--- config.mk ---
export PLATFORM = sky130hd
export DESIGN_NAME = word_arith_sequencer
export DESIGN_NICKNAME = d
export VERILOG_FILES = /design/src/rtl/word_arith_sequencer.sv
export SDC_FILE = /design/constraint.sdc
export NUM_CORES = 1
export LEC_CHECK = 0
export CAP_MARGIN = 25
export CORE_MARGIN = 1.5
export CORE_UTILIZATION = 30
export DETAILED_ROUTE_END_ITERATION = 10
export DONT_BUFFER_PORTS = 1
export GPL_ROUTABILITY_DRIVEN = 0
export PLACE_DENSITY = 0.47
export SYNTH_ARGS = -nofsm -noshare
export SYNTH_HDL_FRONTEND = slang
export SYNTH_SLANG_ARGS = --single-unit
--- constraint.sdc ---
create_clock -name clk -period 23.8 [get_ports clk]
set_clock_uncertainty 0.15 [all_clocks]
set_input_delay 5.95 -clock clk [delete_from_list [all_inputs] [get_ports clk]]
set_output_delay 5.95 -clock clk [all_outputs]
set_load 0.1 [all_outputs]
--- src/rtl/word_arith_sequencer.sv ---
// Sequential evaluator of r = (((x+1)**2 * (x-2)) / DIV_CONST) % (x+1) on one shared W-bit ALU.
// Optional mod-by-zero flag output out_err is enabled by defining WORD_ARITH_ERR_EN.
module word_arith_sequencer #(
    parameter int W         = 8,
    parameter int DIV_CONST = 3
) (
    input  logic         clk,
    input  logic         rst,
    input  logic         in_valid,
    input  logic [W-1:0] in_data,
    output logic         in_ready,
    output logic         out_valid,
    output logic [W-1:0] out_data,
    input  logic         out_ready
`ifdef WORD_ARITH_ERR_EN
    ,
    output logic         out_err
`endif
);

    // state  | meaning
    // S_IDLE | waiting for x (in_ready=1)
    // S_ADD  | t0  <= x + 1
    // S_SUB  | t1  <= x - 2
    // S_POW  | acc <= t0 * t0
    // S_MUL  | acc <= acc * t1
    // S_DIV  | acc <= acc / DIV_CONST
    // S_MOD  | out_data <= acc % t0 (acc when t0 == 0)
    // S_DONE | result offered until out_ready
    typedef enum logic [2:0] {
        S_IDLE, S_ADD, S_SUB, S_POW, S_MUL, S_DIV, S_MOD, S_DONE
    } state_t;

    typedef enum logic [2:0] {
        OP_ADD, OP_SUB, OP_POW, OP_MUL, OP_DIV, OP_MOD
    } op_t;

    state_t       r_state;
    state_t       w_state_nxt;
    op_t          w_op;
    logic [W-1:0] w_op_a;
    logic [W-1:0] w_op_b;
    logic [W-1:0] w_alu_y;

    logic [W-1:0] r_x;
    logic [W-1:0] r_t0;
    logic [W-1:0] r_t1;
    logic [W-1:0] r_acc;
    logic [W-1:0] r_out_data;

    always_ff @(posedge clk) begin
        if (rst) r_state <= S_IDLE;
        else     r_state <= w_state_nxt;
    end

    always_comb begin
        w_state_nxt = r_state;
        w_op        = OP_ADD;
        w_op_a      = '0;
        w_op_b      = '0;
        in_ready    = 1'b0;
        out_valid   = 1'b0;
        case (r_state)
            S_IDLE: begin
                in_ready = 1'b1;
                if (in_valid) w_state_nxt = S_ADD;
            end
            S_ADD: begin
                w_op = OP_ADD; w_op_a = r_x; w_op_b = W'(1);
                w_state_nxt = S_SUB;
            end
            S_SUB: begin
                w_op = OP_SUB; w_op_a = r_x; w_op_b = W'(2);
                w_state_nxt = S_POW;
            end
            S_POW: begin
                w_op = OP_POW; w_op_a = r_t0; w_op_b = r_t0;
                w_state_nxt = S_MUL;
            end
            S_MUL: begin
                w_op = OP_MUL; w_op_a = r_acc; w_op_b = r_t1;
                w_state_nxt = S_DIV;
            end
            S_DIV: begin
                w_op = OP_DIV; w_op_a = r_acc; w_op_b = W'(DIV_CONST);
                w_state_nxt = S_MOD;
            end
            S_MOD: begin
                w_op = OP_MOD; w_op_a = r_acc; w_op_b = r_t0;
                w_state_nxt = S_DONE;
            end
            S_DONE: begin
                out_valid = 1'b1;
                if (out_ready) w_state_nxt = S_IDLE;
            end
            default: w_state_nxt = S_IDLE;
        endcase
    end

    // Zero divisors are trapped so no X ever reaches the result registers.
    always_comb begin
        w_alu_y = '0;
        case (w_op)
            OP_ADD: w_alu_y = w_op_a + w_op_b;
            OP_SUB: w_alu_y = w_op_a - w_op_b;
            OP_POW: w_alu_y = w_op_a * w_op_a;
            OP_MUL: w_alu_y = w_op_a * w_op_b;
            OP_DIV: w_alu_y = (w_op_b == '0) ? '1 : w_op_a / w_op_b;
            OP_MOD: w_alu_y = (w_op_b == '0) ? w_op_a : w_op_a % w_op_b;
            default: w_alu_y = '0;
        endcase
    end

    always_ff @(posedge clk) begin
        if (rst) begin
            r_x        <= '0;
            r_t0       <= '0;
            r_t1       <= '0;
            r_acc      <= '0;
            r_out_data <= '0;
        end else begin
            case (r_state)
                S_IDLE:                 if (in_valid) r_x <= in_data;
                S_ADD:                  r_t0 <= w_alu_y;
                S_SUB:                  r_t1 <= w_alu_y;
                S_POW, S_MUL, S_DIV:    r_acc <= w_alu_y;
                S_MOD:                  r_out_data <= w_alu_y;
                default: ;
            endcase
        end
    end

    assign out_data = r_out_data;

`ifdef WORD_ARITH_ERR_EN
    logic r_err;

    always_ff @(posedge clk) begin
        if (rst)                                 r_err <= 1'b0;
        else if (r_state == S_MOD)               r_err <= (r_t0 == '0);
        else if (r_state == S_DONE && out_ready) r_err <= 1'b0;
    end

    assign out_err = r_err;
`endif

endmodule

Word level (Yosys, flattened, before mapping)
Cells that the tools add are included.
{"block": "classes", "n_addsub": 2, "multipliers": 2, "div_mod_pow": 2, "n_eq_ne": 14, "muxes": 11, "n_reduce_logical": 9}
{"cell": "8-bit case mux with 6 select lines", "n": 1}
{"cell": "8-bit case mux with 5 select lines", "n": 1}
{"cell": "3-bit case mux with 8 select lines", "n": 1}
{"cell": "8-bit case mux with 3 select lines", "n": 1}
{"cell": "3-bit == test (second input constant)", "n": 6}
{"cell": "8-bit by 8-bit multiplier with 8-bit output", "n": 2}
{"cell": "8-bit two-way mux", "n": 2}
{"cell": "3-bit case mux with 5 select lines", "n": 1}
{"cell": "3-bit by 2-bit == test with 1-bit output (second input constant)", "n": 4}
{"cell": "8-bit adder", "n": 1}
{"cell": "8-bit by 8-bit divider with 8-bit output", "n": 1}
{"cell": "8-bit zero test", "n": 1}
{"cell": "8-bit by 8-bit modulo with 8-bit output", "n": 1}
{"cell": "8-bit subtractor", "n": 1}
{"cell": "3-bit by 1-bit == test with 1-bit output (second input constant)", "n": 2}
{"cell": "3-bit zero test", "n": 2}
{"cell": "3-bit two-way mux", "n": 2}
{"cell": "3-bit OR reduction", "n": 2}
{"cell": "2-bit inequality test (second input constant)", "n": 2}
{"cell": "2-bit AND reduction", "n": 2}
{"cell": "2-bit OR reduction", "n": 2}
{"cell": "1-bit two-way mux", "n": 2}
{"block": "word_totals", "register_bits": 43, "out_inout_bits": 10, "elab_cells": 46}

Depth between registers and ports, before layout
{"block": "depth", "ltp_word": 6, "mapped_depth": 61, "mapped_depth_nobuf": 56}

Least setup slack after synthesis
Ideal clock, no wire load.
{"block": "synth_timing", "kind": "register to register", "from": "register r_state[1]", "to": "register r_out_data[4], in the netlist out_data[4]", "setup_ps": 86, "arrival_time_ps": 11414, "path_slack_ps": 12150, "path_stages_with_launch": 55, "n_path_buf": 3, "period_less_slack_ps": 11650, "cell_sequence": "dfxtp_1 buf_4 mux2_2 a22oi_4 nand4_2 nor2_1 a31oi_1 a31oi_1 ha_1 or4b_2 o311ai_0 a21boi_2 ha_1 o211a_1 or3_1 nand2_1 nor2_1 nand2_1 [... 19 more ...] buf_4 o21ai_0 o21a_1 ha_1 or2_2 a21oi_1 a21oi_1 a41oi_1 mux2i_1 fa_1 a21o_1 a21o_1 nor4_1 o31ai_1 nand2_1 o22ai_1 a21o_1 a211oi_1"}
{"block": "synth_between", "elab_chain_len": 6, "elab_cells_between_ends": 28, "classes_between": "add/sub: 2; mul: 2; div: 2; eq/ne: 11; mux: 6; reduce/logical: 5"}
{"item": "start: declaration", "line": "38", "source": "state_t r_state;"}
{"item": "start signal: assignment", "line": "53", "source": "else r_state <= w_state_nxt;"}
{"item": "3-bit == test (tied with other cells)", "line": "63, 122"}
{"item": "3-bit OR reduction (no line) or 2-bit OR reduction (tied branches)"}
{"item": "8-bit case mux with 3 select lines or 8-bit case mux with 5 select lines (tied branches)", "line": "63", "source": "case (r_state)"}
{"item": "8-bit by 8-bit modulo with 8-bit output (tied with other cells)", "line": "109", "source": "OP_MOD: w_alu_y = (w_op_b == '0) ? w_op_a : w_op_a % w_op_b;"}
{"item": "8-bit two-way mux (on tied branches)", "line": "109, 108"}
{"item": "8-bit case mux with 6 select lines", "line": "103", "source": "case (w_op)"}
{"item": "end signal: assignment", "line": "127", "source": "S_MOD: r_out_data <= w_alu_y;"}
{"item": "end: declaration", "line": "49", "source": "logic [W-1:0] r_out_data;"}
Parallel ways exist; a longest one is shown, timed or not.
A chain may end at the register's enable or synchronous reset.

Final worst setup path
{"block": "layout_timing", "from": "register r_state[1]", "to": "register r_out_data[7], in the netlist out_data[7]"}
The elaborated chain is that of the path after synthesis.

==> impl_metrics.ini <==
[status]
status = complete, no violations

[drt]
drt_iter0_drc = 566
wl_per_cell_um = 18.1
dr_total_vias = 5536
drt_wl_total_mm = 18.8
drt-pass1-iter-count = 7
drc = 0
via_per_inst = 5.35
antenna_left = 0

[critical_path]
regToRegSetupSlack_ps = 9070
start_kind = flop
endpoint = out_data[7]
crit_required_ps = 23830
worstRegToRegCells = 55
cpMaxStageDelayCell = a21oi_1
crit_top_cell = ha_1
critical_path_class = reg2reg
cp_top_family = compound AO/OA/AOI/OAI gates
cp_max_fo = 24
cp-end-kind = flop
slowest_delay_ps = 760
path_depth = 55
reg2reg_from = r_state[1]
path_buf_inv = 3
cp-startpoint = r_state[1]
arrival_ps = 14760
r2r-end = out_data[7]

[clocking]
cts_setup_buffers = 0
clkSlewWorstSetupHoldPaths_ps = 70
clockBufferDepth = 2
cts_buffers = 5
cts.sinks = 43
postCtsResizedCells = 0
htreeDepth = 2
insertion_delay_ps = 290
cts_tree = done
cts_root_buf = clkbuf_16
hold_buffers = 0

[floorplan]
start_util = 0.309
rows = 51
core-area_um2 = 19700
die-width_um = 145
die_h_um = 145
die_area_um2 = 21100
top_level_ports = 22

[grt]
grt_max_degree = 41
antenna_found_initial = 0
grt_overflow = 0
grt_pass1_wl_mm = 30.0
first_global_vias = 5272
grt.total_usage = 0.179

[yosys]
ys_ff_latch = 43
ys_top_cells_by_count = 105 x nor2_1, 76 x ha_1, 70 x inv_1, 62 x nand2_1, 46 x a21oi_1
synth-edff-count = 0
syn_inst = 781
ys_top_cells_by_area = ha_1 16%, dfxtp_1 14%, fa_1 7.6%
yosysMostFrequentCell = nor2_1
ys_types = 83
ys_warn_count = 0
ys_seq_area_frac = 0.142
syn_nets = 892
syn_area_um2 = 6060
yosys.area.top_type = ha_1
async_flop_share = 0
syn_area_per_cell_um2 = 7.76
yosysTopAreaCellShare = 0.157
synth_ff_type = dfxtp_1

[placed_design]
dp_hpwl_mm = 14.2
io_buffer_count = 0

[timing]
tns_ps = 0
slew_viol_final = 0
period_needed_ps = 14730
rsz0062_at_grt = false
period_share = 0.619
final_hold_viol_count = 0
finalSetupViolCount = 0
max_freq_mhz = 67.9
tightest_slew_ps = 1010
slew_headroom = 0.327

[final_layout]
nets = 880
seqCellArea_um2 = 861
fillerInstances = 2155
drive_gt1_frac = 0.0727
num_antenna_cells = 0
multi_input_area_um2 = 4780
syn_to_final_growth_pct = 7.35

[flow_run]
maxCapViolations = 0

[hold_path]
hp-class = reg2reg
## cell families (layout without fill, tap and decap cells)
family | after synthesis | count (layout) | share of synthesized area
and+or+nand+nor | 248 | 248 | 0.190
AOI/OAI and AO/OA | 220 | 220 | 0.261
buffers and inverters | 104 | 93 | 0.0720
adders and majority gates | 99 | 99 | 0.233
xor gates and xnor gates | 53 | 53 | 0.0778
DFF | 43 | 43 | 0.142
muxes | 14 | 14 | 0.0243
## worst min-delay path by stage
stage	startpoint	to	slack, ps	depth (start not counted)
after floorplan	r_x[0]	r_x[0]	290	2
after global placement	r_x[3]	r_x[3]	300	2
after detailed placement	r_x[3]	r_x[3]	300	2
after CTS	r_x[6]	r_x[6]	310	2
after global routing	r_x[6]	r_x[6]	340	2
final	r_x[3]	r_x[3]	310	2
## layout make-up
| cell class | instances | area share |
|---|---|---|
| clock buffer | 5 | 0.0192 |
| tap | 265 | 0.0509 |
| multi-input combinational | 634 | 0.734 |
| timing repair buffer | 14 | 0.0185 |
| inverter | 71 | 0.0411 |
| sequential | 43 | 0.132 |
| clock inverter | 3 | 0.00365 |
## metrics by stage
step           setup WS, ps  utilization  instance area [um2]  hold slack [ps]  std cells
2_1_floorplan         12150            -                 6060              287        781
3_3_place_gp           9630        0.323                 6350              296       1026
3_5_place_dp           9250        0.324                 6360              299       1027
4_1_cts                9180        0.331                 6510              310       1035
5_1_grt                7500        0.331                 6510              340       1035
6_report               9070        0.331                 6510              308       1035
## worst min-delay path, cell delays in order (launching register included)
cell and delay, ps:
dfxtp_1 310, nand2_1 50, a21oi_1 50
## cell usage in the layout, fill, tap and decap left out, types with 3 or more instances in the layout
cell type / instances
fa_1: 23
o211a_1: 3
nor3_1: 17
nand3_1: 8
o221ai_1: 6
or3_1: 7
nor2b_1: 7
xnor2_1: 33
or2_2: 5
a31oi_1: 9
nand2b_1: 7
o31ai_1: 5
a21boi_0: 3
nor2_1: 104
a211oi_1: 25
mux2i_1: 8
dfxtp_1: 43
and3_1: 3
xor2_1: 19
o211ai_1: 5
ha_1: 76
clkbuf_16: 6
o22ai_1: 5
inv_1: 70
buf_4: 12
and2_1: 8
a21o_1: 14
a21oi_1: 46
nand2_1: 62
o21a_1: 20
mux2_2: 6
o21ai_0: 29
o21bai_1: 3
a22oi_1: 11
## routing by layer
metal / track usage / vias to the layer above / share of wire / routed length (um)
met5: 0 / - / 0 / 0
met4: 0.0347 / 0 / 0.017 / 310
met3: 0.0211 / 20 / 0.047 / 887
met2: 0.287 / 135 / 0.44 / 8330
met1: 0.258 / 2644 / 0.49 / 9230
li1: - / 2737 / - / -
## sequential cells by signal, indices dropped and copies added (netlist names)
name,count
out_data,8
r_acc,8
r_state,3
r_t0,8
r_t1,8
r_x,8
Power is not shown: default switching activity piles up to over one toggle a cycle in this logic, so the estimate is an artifact.
